File: src/rtl/serial_add_pkg.sv
// Shared definitions for the bit-serial adder controller: FSM state
// encodings and the default operand width.
package serial_add_pkg;

    localparam int DEFAULT_WIDTH = 8;

    typedef enum logic [1:0] {
        IDLE = 2'd0,
        RUN  = 2'd1,
        DONE = 2'd2
    } state_e;

endpackage

File: src/rtl/serial_add_ctrl_if.sv
// Request/result bundle of the bit-serial adder. The master side issues
// start with operands; the slave side reports busy/done and the result.
interface serial_add_ctrl_if
    import serial_add_pkg::*;
#(
    parameter int WIDTH = DEFAULT_WIDTH
);
    logic             start;
    logic [WIDTH-1:0] a;
    logic [WIDTH-1:0] b;
    logic             cin;
    logic             busy;
    logic             done;
    logic [WIDTH-1:0] sum;
    logic             cout;

    modport master (
        output start, a, b, cin,
        input  busy, done, sum, cout
    );

    modport slave (
        input  start, a, b, cin,
        output busy, done, sum, cout
    );
endinterface

File: src/rtl/serial_add_ctrl_fa.sv
// Full adder built from two half adders; the single bit slice used by the
// serial adder controller.
module half_adder (
    input  logic a,
    input  logic b,
    output logic s,
    output logic c
);
    assign s = a ^ b;
    assign c = a & b;
endmodule

module FA_using_HA (
    input  logic a,
    input  logic b,
    input  logic cin,
    output logic sum,
    output logic cout
);
    logic s1;
    logic c1;
    logic c2;

    half_adder u_ha0 (.a(a),  .b(b),   .s(s1),  .c(c1));
    half_adder u_ha1 (.a(s1), .b(cin), .s(sum), .c(c2));

    assign cout = c1 | c2;
endmodule

File: src/rtl/serial_add_ctrl.sv
// Bit-serial adder controller: captures a, b, cin on an accepted start,
// adds one bit per RUN cycle LSB first through a single full adder, then
// publishes sum/cout and pulses done for one cycle.
module serial_add_ctrl
    import serial_add_pkg::*;
#(
    parameter int WIDTH = DEFAULT_WIDTH
) (
    input  logic             clk,
    input  logic             rst,
    serial_add_ctrl_if.slave bus
);
    // Counter must hold values 0..WIDTH without wrapping.
    localparam int CW = $clog2(WIDTH + 1);

    state_e           state_q,  state_d;
    logic [WIDTH-1:0] a_sh_q,   a_sh_d;
    logic [WIDTH-1:0] b_sh_q,   b_sh_d;
    logic [WIDTH-1:0] res_sh_q, res_sh_d;
    logic [WIDTH-1:0] sum_q,    sum_d;
    logic             carry_q,  carry_d;
    logic             cout_q,   cout_d;
    logic [CW-1:0]    cnt_q,    cnt_d;
    logic             busy_q,   busy_d;
    logic             done_q,   done_d;
    logic             fa_s;
    logic             fa_co;

    FA_using_HA u_fa (
        .a    (a_sh_q[0]),
        .b    (b_sh_q[0]),
        .cin  (carry_q),
        .sum  (fa_s),
        .cout (fa_co)
    );

    // Next-state and datapath update for the IDLE -> RUN -> DONE sequence.
    always_comb begin
        state_d  = state_q;
        a_sh_d   = a_sh_q;
        b_sh_d   = b_sh_q;
        res_sh_d = res_sh_q;
        sum_d    = sum_q;
        carry_d  = carry_q;
        cout_d   = cout_q;
        cnt_d    = cnt_q;
        case (state_q)
            IDLE: begin
                if (bus.start) begin
                    a_sh_d  = bus.a;
                    b_sh_d  = bus.b;
                    carry_d = bus.cin;
                    cnt_d   = '0;
                    state_d = RUN;
                end
            end
            RUN: begin
                a_sh_d              = a_sh_q >> 1;
                b_sh_d              = b_sh_q >> 1;
                res_sh_d            = res_sh_q >> 1;
                res_sh_d[WIDTH-1]   = fa_s;
                carry_d             = fa_co;
                cnt_d               = cnt_q + CW'(1);
                if (cnt_q == CW'(WIDTH - 1)) begin
                    sum_d   = res_sh_d;
                    cout_d  = fa_co;
                    state_d = DONE;
                end
            end
            DONE: begin
                state_d = IDLE;
            end
            default: begin
                state_d = IDLE;
            end
        endcase
        // Status flags are registered from the next state so they line up
        // with the state they describe and have no input-to-output path.
        busy_d = (state_d != IDLE);
        done_d = (state_d == DONE);
    end

    // State and datapath registers; reset clears everything.
    always_ff @(posedge clk) begin
        if (rst) begin
            state_q  <= IDLE;
            a_sh_q   <= '0;
            b_sh_q   <= '0;
            res_sh_q <= '0;
            sum_q    <= '0;
            carry_q  <= 1'b0;
            cout_q   <= 1'b0;
            cnt_q    <= '0;
            busy_q   <= 1'b0;
            done_q   <= 1'b0;
        end else begin
            state_q  <= state_d;
            a_sh_q   <= a_sh_d;
            b_sh_q   <= b_sh_d;
            res_sh_q <= res_sh_d;
            sum_q    <= sum_d;
            carry_q  <= carry_d;
            cout_q   <= cout_d;
            cnt_q    <= cnt_d;
            busy_q   <= busy_d;
            done_q   <= done_d;
        end
    end

    assign bus.busy = busy_q;
    assign bus.done = done_q;
    assign bus.sum  = sum_q;
    assign bus.cout = cout_q;

endmodule

File: src/flat_wrapper.sv
// flat-port wrapper written by rule: the top's interface ports become plain ports
module serial_add_ctrl_flat import serial_add_pkg::*;
#(
    parameter int WIDTH = DEFAULT_WIDTH
)
  (clk, rst, bus_start, bus_a, bus_b, bus_cin, bus_busy, bus_done, bus_sum, bus_cout);
  serial_add_ctrl_if #(.WIDTH(WIDTH)) bus_i ();
  input  logic clk;
  input  logic rst;
  input wire logic [$bits(bus_i.start)-1:0] bus_start;
  input wire logic [$bits(bus_i.a)-1:0] bus_a;
  input wire logic [$bits(bus_i.b)-1:0] bus_b;
  input wire logic [$bits(bus_i.cin)-1:0] bus_cin;
  output wire logic [$bits(bus_i.busy)-1:0] bus_busy;
  output wire logic [$bits(bus_i.done)-1:0] bus_done;
  output wire logic [$bits(bus_i.sum)-1:0] bus_sum;
  output wire logic [$bits(bus_i.cout)-1:0] bus_cout;
  assign bus_i.start = bus_start;
  assign bus_i.a = bus_a;
  assign bus_i.b = bus_b;
  assign bus_i.cin = bus_cin;
  assign bus_busy = bus_i.busy;
  assign bus_done = bus_i.done;
  assign bus_sum = bus_i.sum;
  assign bus_cout = bus_i.cout;
  serial_add_ctrl #(.WIDTH(WIDTH)) u_core (.clk(clk), .rst(rst), .bus(bus_i));
endmodule
File: config.mk
export PLATFORM = sky130hd
export DESIGN_NAME = serial_add_ctrl_flat
export DESIGN_NICKNAME = d
export VERILOG_FILES = /design/src/rtl/serial_add_pkg.sv /design/src/rtl/serial_add_ctrl_if.sv /design/src/rtl/serial_add_ctrl_fa.sv /design/src/rtl/serial_add_ctrl.sv /design/src/flat_wrapper.sv
export SDC_FILE = /design/constraint.sdc
export NUM_CORES = 1
export LEC_CHECK = 0
export BUFFER_PORTS_ARGS = -buffer_cell sky130_fd_sc_hd__buf_2
export CORE_MARGIN = 2
export CORE_UTILIZATION = 48
export CTS_BUF_LIST = sky130_fd_sc_hd__clkbuf_16
export DETAILED_ROUTE_END_ITERATION = 8
export PLACE_DENSITY = 0.73
export SKIP_CTS_REPAIR_TIMING = 1
export SLEW_MARGIN = 20
export SYNTH_ARGS = -nofsm -noshare
export SYNTH_HDL_FRONTEND = slang
export SYNTH_SLANG_ARGS = --single-unit
export TNS_END_PERCENT = 20
File: constraint.sdc
create_clock -name clk -period 1.16 [get_ports clk]
set_input_delay 0.058 -clock clk [delete_from_list [all_inputs] [get_ports clk]]
set_output_delay 0.058 -clock clk [all_outputs]
set_load 0.1 [all_outputs]
* Yosys cells after proc, flatten, opt, wreduce, memory -nomap -nowiden
Index checks and enable logic that the tools add are counted.
** Word-level totals
- Flip-flop bits (word level) :: 42
- Bits in latches :: 0
- Memory bits (writable) :: 0
- Bits in read-only memories :: 0
- Bits of input ports :: 20
- Logic and storage cells :: 36
- Memories :: 0
** Cells by class
- Add/subtract/negate cells :: 1
- Multiply operators :: 0
- Divide/modulo/power cells :: 0
- $lt $le $gt $ge :: 0
- Eq/ne operators :: 4
- Shift operators :: 0
- Multiplexer cells :: 11
- Bitwise operators :: 5
- Reductions and logical operators :: 5
** Operators with widths (count)
- $pmux 8 s2 :: 2
- $mux 8 :: 2
- $pmux 4 s2 :: 1
- $add 4x1->4 const B :: 1
- $eq 4x3->1 const B :: 1
- $mux 2 :: 2
- $mux 4 :: 1
- $pmux 2 s2 :: 1
- $reduce_and 2->1 :: 2
- $reduce_bool 2->1 :: 2
- $and 1x1->1 :: 2
- $eq 2x1->1 const B :: 1
- $eq 2x2->1 const B :: 1
- $logic_not 2->1 :: 1
- $ne 2x2->1 const B :: 1
- $pmux 1 s2 :: 1
- $xor 1x1->1 :: 2
- $mux 1 :: 1
- $or 1x1->1 :: 1

* Longest topological paths before layout
Gate-level depths: netlist (run 1).
- Depth after elaboration :: 4
- Depth in mapped cells :: 5

* Cells and area by module
Synthesis (run 1) repeated with hierarchy kept, for this count alone.
** Unflattened totals
- Cell total of the unflattened synthesis :: 185
- Area, all modules :: 1726.7 um^2
** By module, submodules not included
- serial_add_ctrl :: times used 1, cells an instance 182, area an instance 1695.4 um^2, seq. area each 820.8 um^2
- half_adder :: times used 2, cells an instance 1, area an instance 12.5 um^2, seq. area each 0.0 um^2
- FA_using_HA :: times used 1, cells an instance 1, area an instance 6.3 um^2, seq. area each 0.0 um^2

* Worst setup path after synthesis (run 1)
OpenSTA, ideal clock, no wires.
- Path type :: register to register
- From :: reg u_core.cnt_q[0]
- To :: reg u_core.cout_q (netlist: u_core.bus.cout)
- Setup time :: 0.072 ns
- Data arrival time :: 1.210 ns
- Required time :: 1.088 ns
- Slack :: -0.121 ns
- Stages on the path, launching flop included :: 6
- Path buffers :: 1
- Cells stage by stage :: dfxtp_1 -> ha_1 -> nand2_1 -> nor3_1 -> buf_2 -> mux2i_1
** On the way
- Word-level cells in the longest chain between the ends :: 2
** Ends and longest elaborated chain
- from (decl) :: RTL line serial_add_ctrl.sv:23 : logic [CW-1:0] cnt_q, cnt_d;
- from (signal assigned) :: RTL line serial_add_ctrl.sv:104 : cnt_q <= cnt_d;
- $eq 4x3->1 :: RTL line serial_add_ctrl.sv:64 : if (cnt_q == CW'(WIDTH - 1)) begin
- $reduce_and 2->1 (no source line)
- to (signal assigned) :: RTL line serial_add_ctrl.sv:103 : cout_q <= cout_d;
- to (decl) :: RTL line serial_add_ctrl.sv:22 : logic cout_q, cout_d;
Every way passes these cells.
A chain may end at the register's enable or synchronous reset.

* Worst setup path in the final report (run 1)
- From :: reg u_core.cnt_q[1]
- To :: reg u_core.sum_q[0] (netlist: u_core.bus.sum[0])
** On the way
- Word-level cells in the longest chain between the ends :: 2
** Ends and longest elaborated chain
- $eq 4x3->1 :: RTL line serial_add_ctrl.sv:64
- $reduce_and 2->1 (no source line)
- to (signal assigned) :: RTL line serial_add_ctrl.sv:101 : sum_q <= sum_d;
- to (decl) :: RTL line serial_add_ctrl.sv:20 : logic [WIDTH-1:0] sum_q, sum_d;
Every way passes these cells.

==> impl_metrics.json, run 1 <==
{
  "pwr-share-comb": 0.110,
  "ant_nets": 0,
  "power.share.sequential": 0.478,
  "wl_per_cell_microns": 14.1,
  "maxCapViolCount": 0,
  "grt_remaining_overflow": 0,
  "status": "complete, but fails checks",
  "ys_top_cells_by_area": "dfxtp_1 50%, nand2b_1 7.6%, a211oi_1 6.9%",
  "holdPathEnd": "u_core.a_sh_q[7]$_SDFFE_PP0P_",
  "crit_arrival_ns": 1.41,
  "finalCriticalPeriod_ns": 1.21,
  "power_density_nw_per_um2": 1440,
  "fin_skew_ns": 0.00529,
  "r2r_cells": 5,
  "fin_nets": 239,
  "core_area_sq_um": 3310,
  "crit_type": "reg -> reg",
  "yosys.area.top_type": "dfxtp_1",
  "fin_ws_ns": -0.0462,
  "rr_endpoint": "u_core.bus.sum[0]$_SDFFE_PP0P_",
  "drt-total-wl_mm": 3.72,
  "cts.clk_slew.worst_paths_ns": 0.06,
  "synthAdderAreaFrac": 0.0198,
  "dp_hpwl_mm": 2.40,
  "relSlewSlack": 0.656,
  "worstPathRequired_ns": 1.36,
  "hold_path_depth": 3,
  "rsz0062_at_grt": "yes",
  "port_buffers": 30,
  "tightest_slew_ns": 0.515,
  "insertedDiodeCount": 0,
  "synth_seq_area_share": 0.500,
  "hold_start": "bus_a[7]",
  "cts_buffers": 5,
  "gp_congestion": 0.795,
  "synth_area_sq_um": 1640,
  "muxShareOfSynthArea": 0.0609,
  "postSynthNetCount": 201,
  "synthSimpleGateAreaFrac": 0.191,
  "startpoint_type": "flip-flop",
  "r2r_start": "u_core.cnt_q[1]$_SDFFE_PP0P_",
  "area_delta_synth_final_pct": 34.4,
  "grt_max_degree": 36,
  "io_pins": 31,
  "p_leak_uw": 0.000882,
  "crit_path_end_kind": "flip-flop",
  "num_rows": 21,
  "ys_async_sr_fraction": 0,
  "p_sw_uw": 761,
  "die_y_microns": 62.5,
  "hold_ws_ns": 0.0163,
  "cts_tree": "yes",
  "dieWidth_microns": 62.5,
  "worstPathMaxFanout": 5,
  "mostFrequentLayoutCells": "30 x buf_2, 26 x dfxtp_1, 20 x nor2_1",
  "postSynthAreaPerCell_sq_um": 9.18,
  "worstHoldPathType": "in -> reg",
  "setup_viol": 10,
  "synth-compound-area-share": 0.190,
  "cts.sinks": 41,
  "vias_per_cell": 5.38,
  "grt_pass1_wl_mm": 5.91,
  "ys_ff_latch": 41,
  "track_usage": 0.189,
  "yosys_most_used_dff": "dfxtp_1",
  "violations": "negative setup slack",
  "period_share": 1.04,
  "synth_top_area_share": 0.500,
  "max-vdd-ir-drop_mv": 1.12,
  "yosysUniqueCellTypes": 28,
  "h-tree-depth": 2,
  "slew_violations": 0,
  "synth_xor_area_frac": 0,
  "initial_core_util": 0.496,
  "r2r_slack_ns": -0.05,
  "clock_path_buffers": 2,
  "p_int_uw": 2420,
  "drt_iter0_drc": 78,
  "synthCells": 179,
  "power.total_uw": 3180,
  "antenna_found_initial": 0,
  "first_global_vias": 1372,
  "finalHoldViolations": 0,
  "synth_top_family_by_area": "simple AND/OR/NAND/NOR gates",
  "dieArea_sq_um": 3910,
  "num_vias": 1419,
  "root_buffer": "clkbuf_16",
  "fmax_mhz": 829,
  "clkPwrFrac": 0.411,
  "yosys_warnings": 0,
  "clock_latency_ns": 0.28,
  "final_common_cell": "buf_2",
  "synth-edff-count": 0,
  "dr.pass1.iters": 4,
  "sw_frac_of_total": 0.239,
  "layout-drive-gt1-share": 0.385,
  "drc": 0
}
## worst max path at each step
stage,from,end,slack [ns],cells past startpoint
finish,u_core.cnt_q[1]$_SDFFE_PP0P_,u_core.bus.sum[0]$_SDFFE_PP0P_,-0.05,5
global route,u_core.cnt_q[1]$_SDFFE_PP0P_,u_core.bus.sum[0]$_SDFFE_PP0P_,-0.09,5
floorplan,u_core.state_q[1]$_SDFF_PP0_,u_core.a_sh_q[0]$_SDFFE_PP0P_,0.02,5
CTS,u_core.state_q[1]$_SDFF_PP0_,u_core.bus.sum[0]$_SDFFE_PP0P_,-0.1,4
global placement,u_core.cnt_q[1]$_SDFFE_PP0P_,u_core.bus.cout$_SDFFE_PP0P_,0.002,5
detailed placement,u_core.cnt_q[1]$_SDFFE_PP0P_,u_core.bus.sum[0]$_SDFFE_PP0P_,-0.06,5
## power groups by stage
stage	clock network (uW)	logic, uW	registers (uW)
after floorplan	0	193	1550
after global placement	0	309	1540
after CTS	1330	321	1520
after detailed placement	0	318	1550
final	1310	351	1520
after global routing	1400	385	1530
## worst max-delay path, stage by stage, from the launching register on
cell and delay, ns:
dfxtp_4 0.36, ha_4 0.15, nand2_4 0.06, nor3_4 0.20
buf_6 0.16, mux2i_2 0.20
## stage by stage
stage                     std cells  utilization  setup TNS (ns)  instance area [sq um]  setup WS (ns)
after CTS                       263        0.632           -1.00                   2090         -0.100
after floorplan                 179            -               0                   1670         0.0167
final                           264        0.667          -0.265                   2210        -0.0462
after detailed placement        255        0.590          -0.546                   1950        -0.0601
after global routing            264        0.667          -0.871                   2210        -0.0948
after global placement          255        0.590               0                   1950        0.00169
## state kept, by name, summed over array words and instances, names as in the netlist
signal and flops:
u_core.cnt_q 4, u_core.carry_q 1, u_core.res_sh_q 7, u_core.bus.done 1, u_core.b_sh_q 8, u_core.bus.sum 8, u_core.bus.busy 1, u_core.bus.cout 1
u_core.a_sh_q 8, u_core.state_q 2
## cells by family (layout without fill, tap and decap cells)
group | after synthesis | in the layout
buf+inv | 15 | 54
simple gates | 65 | 65
flops | 41 | 41
fa+ha+maj | 2 | 2
compound gates | 46 | 46
mux | 10 | 10
## area by class of cell
class | count | area, sq um
Sequential cell | 41 | 847
Tap cell | 46 | 57.6
Fill cell | 270 | 1100
Timing Repair Buffer | 44 | 297
Multi-Input combinational cell | 123 | 861
Clock inverter | 3 | 13.8
Inverter | 2 | 7.51
Clock buffer | 5 | 125
## synthesized netlist by cell type (2+ instances only)
library cell  instances
nand2b_1             20
nand2_1              16
mux2i_1              10
a21oi_1               8
nor3_1                2
a22oi_1               3
dfxtp_1              41
o22ai_1              15
nand3_1               2
a211oi_1             15
nor4_1                2
buf_2                 2
nor2_1               20
clkbuf_1              9
## metal layers
| metal | global-route usage | up-vias | share of wire |
|---|---|---|---|
| met3 | 0.0523 | 4 | 0.045 |
| met2 | 0.335 | 41 | 0.50 |
| li1 | - | 707 | - |
| met4 | 0.0556 | 0 | 0.0032 |
| met1 | 0.222 | 667 | 0.45 |
| met5 | 0 | - | 0 |
Note: power is estimated with default switching activity, not from simulation.
==> inputs of run 2 (changes only) <==
Settings changed: MAX_ROUTING_LAYER from default to met4.
==> impl_metrics.json, run 2 (synthesis results as in run 1) <==
{
  "num_vias": 1416,
  "drc": 0,
  "p_leak_uw": 0.000882,
  "worstPathRequired_ns": 1.36,
  "first_global_vias": 1373,
  "hold_path_depth": 3,
  "core_area_sq_um": 3310,
  "drt_iter0_drc": 76,
  "dr.pass1.iters": 4,
  "worstPathCellList": "ha_4 -> nand2_4 -> nor3_4 -> buf_6 -> mux2i_2",
  "die_y_microns": 62.5,
  "clock_path_buffers": 2,
  "setup_viol": 10,
  "cpPeakStageDelay_ns": 0.36,
  "violations": "negative setup slack",
  "fmax_mhz": 829,
  "status": "complete, but fails checks",
  "worstPathMaxFanout": 5,
  "cts_tree": "yes",
  "layout-drive-gt1-share": 0.385,
  "mostFrequentLayoutCells": "30 x buf_2, 26 x dfxtp_1, 20 x nor2_1",
  "vias_per_cell": 5.36,
  "finalCriticalPeriod_ns": 1.21,
  "cp_slowest_cell": "dfxtp_4",
  "cts.sinks": 41,
  "power.total_uw": 3180,
  "rsz0062_at_grt": "yes",
  "setup_tns_ns": -0.263,
  "drt-total-wl_mm": 3.72,
  "maxCapViolCount": 0,
  "stdcell_count": 264,
  "final_common_cell": "buf_2",
  "relSlewSlack": 0.657,
  "grt_max_degree": 36,
  "worstHoldPathType": "in -> reg",
  "cts.clk_slew.worst_paths_ns": 0.06,
  "gp_congestion": 0.806,
  "clock_latency_ns": 0.28,
  "crit_type": "reg -> reg",
  "cp_num_cells": 5,
  "cts_buffers": 5,
  "dieWidth_microns": 62.5,
  "finalHoldViolations": 0,
  "wl_per_cell_microns": 14.1,
  "power_density_nw_per_um2": 1440,
  "post-place-ws_ns": -0.0601,
  "antenna_found_initial": 0,
  "slew_violations": 0,
  "grt_pass1_wl_mm": 5.91,
  "fin_ws_ns": -0.0469,
  "period_share": 1.04,
  "crit_buf_inv": 1,
  "fin_nets": 239,
  "track_usage": 0.194,
  "dp_hpwl_mm": 2.40,
  "root_buffer": "clkbuf_16",
  "io_pins": 31,
  "r2r_cells": 5,
  "crit_path_end_kind": "flip-flop",
  "fin_skew_ns": 0.00530,
  "cpLargestDelayFamily": "flip-flops",
  "insertedDiodeCount": 0,
  "startpoint_type": "flip-flop",
  "area_delta_synth_final_pct": 34.4,
  "tightest_slew_ns": 0.515,
  "h-tree-depth": 2,
  "crit_arrival_ns": 1.41,
  "ant_nets": 0,
  "port_buffers": 30,
  "max-vdd-ir-drop_mv": 1.11,
  "dp_cells": 255,
  "num_rows": 21,
  "dieArea_sq_um": 3910,
  "initial_core_util": 0.496,
  "grt_remaining_overflow": 0
}
==> run 2: cell counts in the layout (fill, tap and decap cells not counted) <==
No cell type changed its count.
==> run 2: area by class of cell <==
cell class	count	area (sq um)
multi-input cells	123	861
clock inverters	3	13.8
clock buffers	5	125
fillers	270	1100
inverters	2	7.51
repair buffers	44	297
well taps	46	57.6
flip-flops and latches	41	847
==> run 2: worst min-delay path, cell delays in order <==
cell     delay [ns]
buf_2          0.07
a22oi_1        0.05
nor2_1         0.07
==> run 2: worst paths after layout <==
| check | from | to | slack [ns] |
|---|---|---|---|
| setup / recovery | u_core.cnt_q[1]$_SDFFE_PP0P_ | u_core.bus.sum[0]$_SDFFE_PP0P_ | -0.05 |
| hold / removal | bus_a[7] | u_core.a_sh_q[7]$_SDFFE_PP0P_ | 0.02 |
| setup reg to reg | u_core.cnt_q[1]$_SDFFE_PP0P_ | u_core.bus.sum[0]$_SDFFE_PP0P_ | -0.05 |
| hold reg to reg | u_core.res_sh_q[1]$_SDFFE_PP0P_ | u_core.res_sh_q[1]$_SDFFE_PP0P_ | 0.47 |
==> run 2: power by group <==
group | switching, uW | leakage [uW] | internal, uW | total (uW)
logic | 185 | 0.000464 | 167 | 351
clock network | 524 | 0.0000748 | 780 | 1300
registers | 49.0 | 0.000343 | 1470 | 1520
total | 757 | 0.000882 | 2420 | 3180
==> run 2: through the flow <==
stage               hold WS, ns  instance area [sq um]  utilization
finish                   0.0170                   2210        0.667
floorplan                 0.206                   1670            -
global placement          0.300                   1950        0.590
detailed placement        0.305                   1950        0.590
CTS                      0.0156                   2090        0.632
global route             0.0241                   2210        0.667
==> run 2: routing by layer <==
| metal | vias up | part of all wire | track usage |
|---|---|---|---|
| li1 | 706 | - | - |
| met1 | 656 | 0.44 | 0.223 |
| met2 | 50 | 0.50 | 0.335 |
| met3 | 4 | 0.052 | 0.0505 |
| met4 | 0 | 0.0035 | 0.0556 |
| met5 | - | 0 | - |
